### src/rtl/freq_gate_ctrl.sv
// Measurement sequencer for the decade-counter frequency meter: clear, gate, settle, latch,
// with gate-time auto-ranging driven by chain overflow and top-digit-zero feedback.
module freq_gate_ctrl #(
  parameter int unsigned CLK_FREQ      = 50000000,
  parameter int unsigned CLR_CYCLES    = 16,
  parameter int unsigned SETTLE_CYCLES = 8,
  parameter int unsigned MAX_RERANGE   = 2
) (
  input  logic       clk,
  input  logic       rst,
  input  logic       start,
  input  logic       continuous,
  input  logic       auto_range,
  input  logic [1:0] range_init,
  input  logic       abort,
  input  logic       cnt_ovf,
  input  logic       msd_zero,
  output logic       cnt_en,
  output logic       cnt_clear,
  output logic       latch_en,
  output logic [1:0] range,
  output logic       busy,
  output logic       done,
  output logic       over_range
);

  localparam int unsigned MAX_A = (CLR_CYCLES > SETTLE_CYCLES) ? CLR_CYCLES : SETTLE_CYCLES;
  localparam int unsigned MAX_C = (CLK_FREQ > MAX_A) ? CLK_FREQ : MAX_A;
  localparam int unsigned CW    = $clog2(MAX_C + 1);
  localparam int unsigned RW    = (MAX_RERANGE < 1) ? 1 : $clog2(MAX_RERANGE + 1);

  localparam logic [CW-1:0] G0_END     = CW'(CLK_FREQ - 1);
  localparam logic [CW-1:0] G1_END     = CW'(CLK_FREQ / 10 - 1);
  localparam logic [CW-1:0] G2_END     = CW'(CLK_FREQ / 100 - 1);
  localparam logic [CW-1:0] CLR_END    = CW'(CLR_CYCLES - 1);
  localparam logic [CW-1:0] SETTLE_END = CW'(SETTLE_CYCLES - 1);
  localparam logic [RW-1:0] RETRY_MAX  = RW'(MAX_RERANGE);

  localparam logic [2:0] S_IDLE   = 3'd0;
  localparam logic [2:0] S_CLEAR  = 3'd1;
  localparam logic [2:0] S_GATE   = 3'd2;
  localparam logic [2:0] S_SETTLE = 3'd3;
  localparam logic [2:0] S_LATCH  = 3'd4;

  logic [2:0]    state, next_state;
  logic [CW-1:0] cnt, gate_end;
  logic [RW-1:0] retries;
  logic          ovf_s1, ovf_s2, ovf_flag, ovf_eff;
  logic          dec_up, dec_down;
  logic          up_c, down_c, accept_now;
  logic [1:0]    range_load;

  always_comb begin
    case (range)
      2'd0:    gate_end = G0_END;
      2'd1:    gate_end = G1_END;
      default: gate_end = G2_END;
    endcase
  end

  always_comb begin
    next_state = state;
    case (state)
      S_IDLE:   if (start) next_state = S_CLEAR;
      S_CLEAR:  if (cnt == CLR_END) next_state = S_GATE;
      S_GATE:   if (cnt == gate_end) next_state = S_SETTLE;
      S_SETTLE: if (cnt == SETTLE_END) next_state = S_LATCH;
      S_LATCH:  next_state = (dec_up || dec_down || continuous) ? S_CLEAR : S_IDLE;
      default:  next_state = S_IDLE;
    endcase
    if (abort) next_state = S_IDLE;
  end

  // The range decision is resolved on the edge entering LATCH so that latch_en/done,
  // being registered, are high during the LATCH cycle itself.
  always_comb begin
    ovf_eff    = ovf_flag | ovf_s2;
    up_c       = auto_range && ovf_eff && (range < 2'd2) && (retries < RETRY_MAX);
    down_c     = auto_range && !ovf_eff && msd_zero && (range != 2'd0) && (retries < RETRY_MAX);
    accept_now = (state == S_SETTLE) && (next_state == S_LATCH) && !up_c && !down_c;
    range_load = (range_init == 2'd3) ? 2'd2 : range_init;
  end

  always_ff @(posedge clk) begin
    if (rst) begin
      state      <= S_IDLE;
      cnt        <= '0;
      retries    <= '0;
      ovf_s1     <= 1'b0;
      ovf_s2     <= 1'b0;
      ovf_flag   <= 1'b0;
      dec_up     <= 1'b0;
      dec_down   <= 1'b0;
      range      <= '0;
      cnt_en     <= 1'b0;
      cnt_clear  <= 1'b0;
      latch_en   <= 1'b0;
      busy       <= 1'b0;
      done       <= 1'b0;
      over_range <= 1'b0;
    end else begin
      state  <= next_state;
      cnt    <= (next_state != state) ? '0 : cnt + CW'(1);
      ovf_s1 <= cnt_ovf;
      ovf_s2 <= ovf_s1;

      if (next_state == S_CLEAR && state != S_CLEAR)
        ovf_flag <= 1'b0;
      else if ((state == S_GATE || state == S_SETTLE) && ovf_s2)
        ovf_flag <= 1'b1;

      if (state == S_IDLE && start && !abort) begin
        range   <= range_load;
        retries <= '0;
      end

      if (state == S_SETTLE && next_state == S_LATCH) begin
        dec_up   <= up_c;
        dec_down <= down_c;
      end

      if (state == S_LATCH && !abort) begin
        if (dec_up) begin
          range   <= range + 2'd1;
          retries <= retries + RW'(1);
        end else if (dec_down) begin
          range   <= range - 2'd1;
          retries <= retries + RW'(1);
        end else begin
          retries <= '0;
        end
      end

      cnt_clear <= (next_state == S_CLEAR);
      cnt_en    <= (next_state == S_GATE);
      busy      <= (next_state != S_IDLE);
      latch_en  <= accept_now;
      done      <= accept_now;
      if (accept_now) over_range <= ovf_eff && (range == 2'd2);
    end
  end

endmodule

### config.mk
export PLATFORM = sky130hd
export DESIGN_NAME = freq_gate_ctrl
export DESIGN_NICKNAME = d
export VERILOG_FILES = /design/src/rtl/freq_gate_ctrl.sv
export SDC_FILE = /design/constraint.sdc
export NUM_CORES = 1
export LEC_CHECK = 0
export CAP_MARGIN = 10
export CORE_MARGIN = 2
export CORE_UTILIZATION = 62
export CTS_CLUSTER_DIAMETER = 50
export DETAILED_ROUTE_END_ITERATION = 10
export PLACE_DENSITY_LB_ADDON = 0.25
export SLEW_MARGIN = 10
export SYNTH_ARGS = -nofsm -noshare
export SYNTH_HDL_FRONTEND = slang
export SYNTH_SLANG_ARGS = --single-unit
### constraint.sdc
create_clock -name clk -period 5.23 [get_ports clk]
set_input_delay 1.046 -clock clk [delete_from_list [all_inputs] [get_ports clk]]
set_output_delay 1.046 -clock clk [all_outputs]
set_load 0.05 [all_outputs]
==> results of run 1 <==
-- routing by layer --
metal,global-route usage,part of all wire,vias to the layer above
li1,-,-,1051
met1,0.3417,0.48,966
met2,0.3985,0.45,53
met3,0.05068,0.049,17
met4,0.1097,0.022,0
met5,0,0,-
-- power by group through the flow --
| stage | clock network, mW | registers (mW) | logic [mW] |
|---|---|---|---|
| finish | 0.204 | 0.335 | 0.0531 |
| global route | 0.216 | 0.336 | 0.0587 |
| CTS | 0.205 | 0.335 | 0.0532 |
| detailed placement | 0 | 0.343 | 0.0530 |
| global placement | 0 | 0.342 | 0.0525 |
| floorplan | 0 | 0.347 | 0.0390 |
-- per-stage QoR --
stage	util	worst slack (ps)	total power [mW]	instances	area (um^2)
finish	0.7162	2402	0.5918	349	2681
floorplan	-	2405	0.3855	291	2462
CTS	0.7162	2407	0.5933	349	2681
global placement	0.6945	2363	0.3949	341	2600
detailed placement	0.6945	2352	0.3955	341	2600
global route	0.7162	2146	0.6107	349	2681
-- area by class of cell --
type | instances | area share
Clock buffer | 7 | 0.02846
Clock inverter | 1 | 0.001867
Inverter | 8 | 0.01120
Multi-Input combinational cell | 222 | 0.5432
Sequential cell | 43 | 0.3210
Tap cell | 48 | 0.02240
Timing Repair Buffer | 20 | 0.07186
-- cell usage in the layout (no fill, tap or decap), types with 2 or more instances in the layout --
| cell | count |
|---|---|
| a211oi_1 | 3 |
| a21oi_1 | 15 |
| a21oi_2 | 20 |
| a31oi_1 | 2 |
| and3_1 | 4 |
| buf_4 | 3 |
| clkbuf_1 | 2 |
| clkbuf_8 | 5 |
| clkdlybuf4s50_1 | 17 |
| dfxtp_1 | 43 |
| ha_1 | 5 |
| inv_1 | 8 |
| nand2_1 | 38 |
| nand2b_1 | 5 |
| nand3_1 | 16 |
| nand4_1 | 12 |
| nor2_1 | 20 |
| nor2b_1 | 2 |
| nor3_1 | 8 |
| nor4_1 | 5 |
| nor4_4 | 2 |
| o21a_1 | 2 |
| o21ai_0 | 8 |
| or2_2 | 2 |
| or3_1 | 3 |
| xnor2_1 | 23 |
| xor2_1 | 3 |
-- kinds of logic (layout without fill, tap and decap cells) --
group | count (synthesis) | in the layout | share of synthesized area
xor gates and xnor gates | 26 | 26 | 0.09248
AOI/OAI and AO/OA | 59 | 59 | 0.1738
muxes | 2 | 2 | 0.008638
DFF | 43 | 43 | 0.3496
and+or+nand+nor | 130 | 130 | 0.2912
adders and majority gates | 5 | 5 | 0.02541
buffers and inverters | 26 | 36 | 0.05894
-- flip-flops by register name, indices dropped and copies added (netlist names) --
register / cells
dec_up: 1
done: 1
dec_down: 1
cnt_clear: 1
ovf_s2: 1
cnt: 26
ovf_flag: 1
over_range: 1
range: 2
ovf_s1: 1
cnt_en: 1
busy: 1
state: 3
retries: 2
-- critical path, cell delays in order, from the launching register on --
cell      delay, ps
dfxtp_1         440
inv_1            90
ha_1            270
or4b_2          630
a221oi_1        360
and4_1          290
or3_1           120
buf_4           360
a21oi_1         120
-- how the worst max path moves through the flow --
stage	end	depth (start not counted)	slack, ps
floorplan	cnt[0]	9	2400
global placement	cnt[13]	6	2360
detailed placement	cnt[9]	6	2350
CTS	cnt[14]	8	2410
global route	cnt[9]	8	2150
finish	cnt[9]	8	2400
==> impl_metrics.ini, run 1 <==
[critical_path]
arrival_ps = 3000
crit_path_start_kind = flip-flop
crit_path_start = range[0]
required_ps = 5400
ff2ff_path_depth = 8
rrSetupSlack_ps = 2400
critical_path_class = reg -> reg
r2r-end = cnt[9]
cp-end-kind = flip-flop
cp_max_fo = 26
r2r-start = range[0]

[sta]
worst_slew_margin_rel = 0.4079
finalMaxSlewViolations = 0
layout_min_cycle_time_ps = 2828
finalCritPeriodShare = 0.5408
hold_ws_ps = 464.8
finalHoldViolCount = 0
setup_viol = 0
worst_pin_slew_ps = 880.0
max_freq_ghz = 0.3536
rsz0062_at_grt = false
fin_setup_tns_ps = 0
clock_skew_ps = 7.100

[placement]
numPortBuffers = 17
dp_hpwl_um = 3586
gp_congestion = 0.8967

[detailed_routing]
ant_nets = 0
first_pass_iters = 4
post_drt_wl_per_cell_um = 14.50
drc_errors = 0
totalWireLength_um = 5060
vias = 2087
vias_per_cell = 5.980
drt_iter0_markers = 147

[synthesis]
netlist_instances = 291
synth_top_area_share = 0.3496
seq_area_frac_synth = 0.3496
yosysTopAreaCell = dfxtp_1
synth_area_um2 = 2462
yosysMostFrequentCell = dfxtp_1
synthTopCellsByArea = dfxtp_1 35%, xnor2_1 8.2%, a21oi_2 7.1%
synth.distinct_cells = 52
netlist_top_cells_count = 43 x dfxtp_1, 38 x nand2_1, 23 x xnor2_1, 20 x a21oi_2, 20 x nor2_1
async_reset_ff_frac = 0
avgSynthCellArea_um2 = 8.462
ys_ff_latch = 43
synth_edf_count = 0
synth_flop_cell = dfxtp_1
synth_warnings = 0
syn_nets = 306

[power]
leakage_nw = 0.8407
vdd_drop_max_uv = 201.3
power_frac_seq = 0.566
power_switching_mw = 0.1473
p_per_area_nw_per_um2 = 220.7
p_int_mw = 0.4445
p_clk_frac = 0.344
p_comb_frac = 0.090
switching_share = 0.2490

[global_route]
grt_max_degree = 27
grt_pass1_wl_um = 8645
antenna_found_initial = 0
grt_pass1_vias = 1883
grt.total_usage = 0.2559
grt.overflow.total = 0

[finish]
fin_nets = 315
diodes = 0
drive_above_1_share = 0.1395
area_growth_pct = 8.892
fillers = 317
regArea_um2 = 860.8
multi_input_area_um2 = 1456

[hold_path]
hold_path_class = reg -> reg
hold-path-cell-count = 1
min_from = ovf_s1
whs_endpoint = ovf_s2

[floorplanning]
ioPinCount = 18
start_util = 0.6578
row_count = 22
die-area_um2 = 4492
dieWidth_um = 67.02
die_h_um = 67.02
core-area_um2 = 3744

[clocking]
cts_tree = built
clock_latency_ps = 300
post-cts-setup-buffers = 0
cts-buffers-inserted = 5
htree_levels = 2
hold_buffers = 0
max-clock-path-buffers = 2
root_buffer = clkbuf_8
cts_resized = 0
cts_num_sinks = 43
clk_pin_slew_ps = 80

[job]
drv_cap = 0

[outcome]
status = finished clean
(Power assumes the default switching activity.)
==> inputs of run 2 (changes only) <==
CORE_UTILIZATION = 53   (was 62)
clock period = 2.3 ns   (was 5.23 ns; I/O delays follow)
==> impl_metrics.ini, run 2 (synthesis results as in run 1) <==
[outcome]
status = finished clean

[finish]
fin_area_um2 = 3028
largest_reg_flops = 26
final_common_cell = dfxtp_1
diodes = 0
fin_nets = 340
drive_above_1_share = 0.2362
multi_input_area_um2 = 1518
fillers = 347
area_growth_pct = 22.97
largest_registers = cnt (26), state (3)
final_cell_mix = 41 x dfxtp_1, 38 x nand2_1, 23 x xnor2_1
postLayoutCoreUtil = 0.6859
final_cells = 378
regArea_um2 = 868.3
regMostFlops = cnt

[clocking]
cts-buffers-inserted = 5
root_buffer = clkbuf_8
cts_num_sinks = 43
htree_levels = 2
clock_latency_ps = 300
hold_buffers = 0
clk_pin_slew_ps = 80
max-clock-path-buffers = 2
cts_tree = built

[floorplanning]
dieWidth_um = 72.16
die-area_um2 = 5207
core-area_um2 = 4414
die_h_um = 72.16
start_util = 0.5578
ioPinCount = 18
row_count = 24

[critical_path]
cp-end-kind = flip-flop
critPathSlowestCell = or4_4
crit_path_start_kind = flip-flop
worstPathCellList = or4_4, and4b_1, a311oi_1, o21a_1, or3_4, buf_12, a21oi_1
required_ps = 2520
critical_path_class = reg -> reg
critPathMaxStageDelay_ps = 520
arrival_ps = 2510
cp_max_fo = 13
rrSetupSlack_ps = 10
worst_path_dominant_cell_family = simple AND/OR/NAND/NOR gates
path_buf_inv = 1

[global_route]
grt_pass1_wl_um = 9328
grt_pass1_vias = 1970
antenna_found_initial = 0
grt_max_degree = 27
grt.total_usage = 0.2278
grt.overflow.total = 0

[power]
power_mw = 1.391
p_per_area_nw_per_um2 = 459.5
leakage_nw = 1.037
vdd_drop_max_uv = 353.9

[sta]
finalMaxSlewViolations = 0
setup_ws_ps = 13.14
clock_skew_ps = 6.422
rsz0062_at_grt = true
finalCritPeriodShare = 0.9943
worst_slew_margin_rel = 0.6646
hold_ws_ps = 443.9
max_freq_ghz = 0.4373
setup_viol = 0
finalHoldViolCount = 0
worst_pin_slew_ps = 501.6
layout_min_cycle_time_ps = 2287
fin_setup_tns_ps = 0

[detailed_routing]
ant_nets = 0
totalWireLength_um = 6079
drc_errors = 0
first_pass_iters = 4
vias = 2230
drt_iter0_markers = 135
vias_per_cell = 5.899
post_drt_wl_per_cell_um = 16.08

[placement]
dp_worst_setup_slack_ps = 21.82
place_inst = 365
place_area_um2 = 2828
gp_congestion = 0.8837
dp_hpwl_um = 4177
numPortBuffers = 17

[hold_path]
hold_path_class = reg -> reg

[job]
drv_cap = 0
run 2: final cells by class:
type	count	area share
clock inverters	1	0.001653
inverters	8	0.01157
flip-flops and latches	43	0.2868
repair buffers	45	0.1521
clock buffers	7	0.02521
well taps	52	0.02149
multi-input cells	222	0.5012
run 2: worst paths after layout:
path,from,to,depth (start not counted)
worst min register to register,ovf_s1,ovf_s2,1
worst min-delay path,ovf_s1,ovf_s2,1
worst max register to register,cnt[19],cnt[12],7
worst max-delay path,cnt[19],cnt[12],7
run 2: power by group:
group          switching [mW]  total (mW)  internal [mW]  leakage [nW]
clock                   0.251       0.464          0.213        0.0422
combinational          0.0921       0.167         0.0751         0.645
sequential            0.00838       0.760          0.752         0.349
run 2: layer usage:
metal	wire length, um	share of wire	track usage	up-vias
li1	-	-	-	1099
met1	2716	0.45	0.3223	1053
met2	2849	0.47	0.3507	65
met3	395	0.065	0.04028	13
met4	118	0.019	0.07757	0
met5	0	0	0	-
run 2: repair_timing:
action,in CTS,in global routing
gates resized for setup,0,6
endpoints found under the setup margin,0,30
buffers inserted,0,1
==> inputs of run 3 (changes only) <==
CORE_UTILIZATION = 58   (was 53)
clock period = 2.22 ns   (was 2.3 ns; I/O delays follow)
==> impl_metrics.ini, run 3 (synthesis results as in run 1) <==
[finish]
largest_reg_flops = 26
drive_above_1_share = 0.2675
final_common_cell = dfxtp_1
area_growth_pct = 25.51
fin_nets = 343
diodes = 0
regMostFlops = cnt
final_cells = 379
largest_registers = cnt (26), state (3)
final_cell_mix = 40 x dfxtp_1, 38 x nand2_1, 25 x buf_4

[placement]
place_inst = 368
gp_congestion = 0.8985
numPortBuffers = 17
dp_worst_setup_slack_ps = 7.224
dp_hpwl_um = 4242

[critical_path]
required_ps = 2410
cp-end-kind = flip-flop
arrival_ps = 2450
crit_path_start_kind = flip-flop
cp_max_fo = 13
critical_path_class = reg -> reg
ff2ff_path_depth = 8

[floorplanning]
ioPinCount = 18
row_count = 23
die-area_um2 = 4782
start_util = 0.6112
die_h_um = 69.16
dieWidth_um = 69.16
core-area_um2 = 4029

[clocking]
htree_levels = 2
post-cts-setup-buffers = 0
max-clock-path-buffers = 2
clock_latency_ps = 300
cts_tree = built
cts-buffers-inserted = 5
cts_num_sinks = 43
root_buffer = clkbuf_8
clk_pin_slew_ps = 80
hold_buffers = 0

[outcome]
status = complete, but fails checks
violations = negative setup slack

[global_route]
antenna_found_initial = 0
grt_max_degree = 27
grt_pass1_vias = 2081
grt.overflow.total = 0
grt.total_usage = 0.2521
grt_pass1_wl_um = 9798

[detailed_routing]
first_pass_iters = 4
totalWireLength_um = 6289
drt_iter0_markers = 217
post_drt_wl_per_cell_um = 16.59
drc_errors = 0
vias = 2240
ant_nets = 0
vias_per_cell = 5.910

[power]
leakage_nw = 1.065
p_clk_frac = 0.363
p_per_area_nw_per_um2 = 488.3
p_int_mw = 1.140
p_comb_frac = 0.116
vdd_drop_max_uv = 476.9
power_frac_seq = 0.521
switching_share = 0.2447
power_mw = 1.509
power_switching_mw = 0.3692

[sta]
worst_slew_margin_rel = 0.6509
rsz0062_at_grt = true
finalMaxSlewViolations = 0
finalCritPeriodShare = 1.016
worst_pin_slew_ps = 522.1
clock_skew_ps = 4.402
finalHoldViolCount = 0
layout_min_cycle_time_ps = 2255
setup_ws_ps = -34.79
setup_viol = 26
max_freq_ghz = 0.4435

[hold_path]
hold-path-cell-count = 1
hold_path_class = reg -> reg

[job]
drv_cap = 0
-- run 3: critical path, cell delays in order, from the launching register on --
cell and delay [ps]:
dfxtp_2 330, or4_4 550, and4b_1 290, a311oi_1 120, o21a_1 200, buf_4 140
o21ai_4 240, buf_12 190, a21oi_1 70
-- run 3: layout make-up --
cell class,count,area (um^2)
clock buffer,8,100.1
timing repair buffer,48,481.7
inverter,8,35.03
tap,50,62.56
fill,296,938.4
multi-input combinational,222,1541
sequential,43,869.6
-- run 3: power groups by stage --
| stage | Sequential [mW] | Combinational, mW | Clock (mW) |
|---|---|---|---|
| 2_1_floorplan | 0.816 | 0.0948 | 0 |
| 3_3_place_gp | 0.805 | 0.148 | 0 |
| 3_5_place_dp | 0.805 | 0.151 | 0 |
| 4_1_cts | 0.787 | 0.167 | 0.559 |
| 5_1_grt | 0.788 | 0.184 | 0.583 |
| 6_report | 0.787 | 0.174 | 0.548 |
-- run 3: final timing paths --
path | start | endpoint | slack (ps)
max reg2reg | cnt[5] | cnt[10] | -30
min reg2reg | ovf_s1 | ovf_s2 | 450
min | ovf_s1 | ovf_s2 | 450
max | cnt[5] | cnt[10] | -30
-- run 3: per-stage QoR --
step	hold WS [ps]	TNS, ps	utilization	instance area (um^2)
finish	445.1	-580.8	0.7671	3090
global placement	419.0	0	0.7109	2864
floorplan	413.8	0	-	2499
global route	455.5	-1776	0.7671	3090
detailed placement	427.9	0	0.7109	2864
CTS	446.3	0	0.7438	2997
-- run 3: timing repair --
item,in CTS,in global routing
pin swaps,1,2
resized for setup,2,11
gates cloned,1,2
endpoints found under the hold margin,0,0
setup endpoints to repair,8,31
-- run 3: layer usage --
metal  track usage  routed length [um]  vias up
li1              -                   -     1106
met1        0.3342                2851     1044
met2        0.3953                2902       74
met3       0.05994                 378       16
met4        0.1002                 157        0
met5             0                   0        -
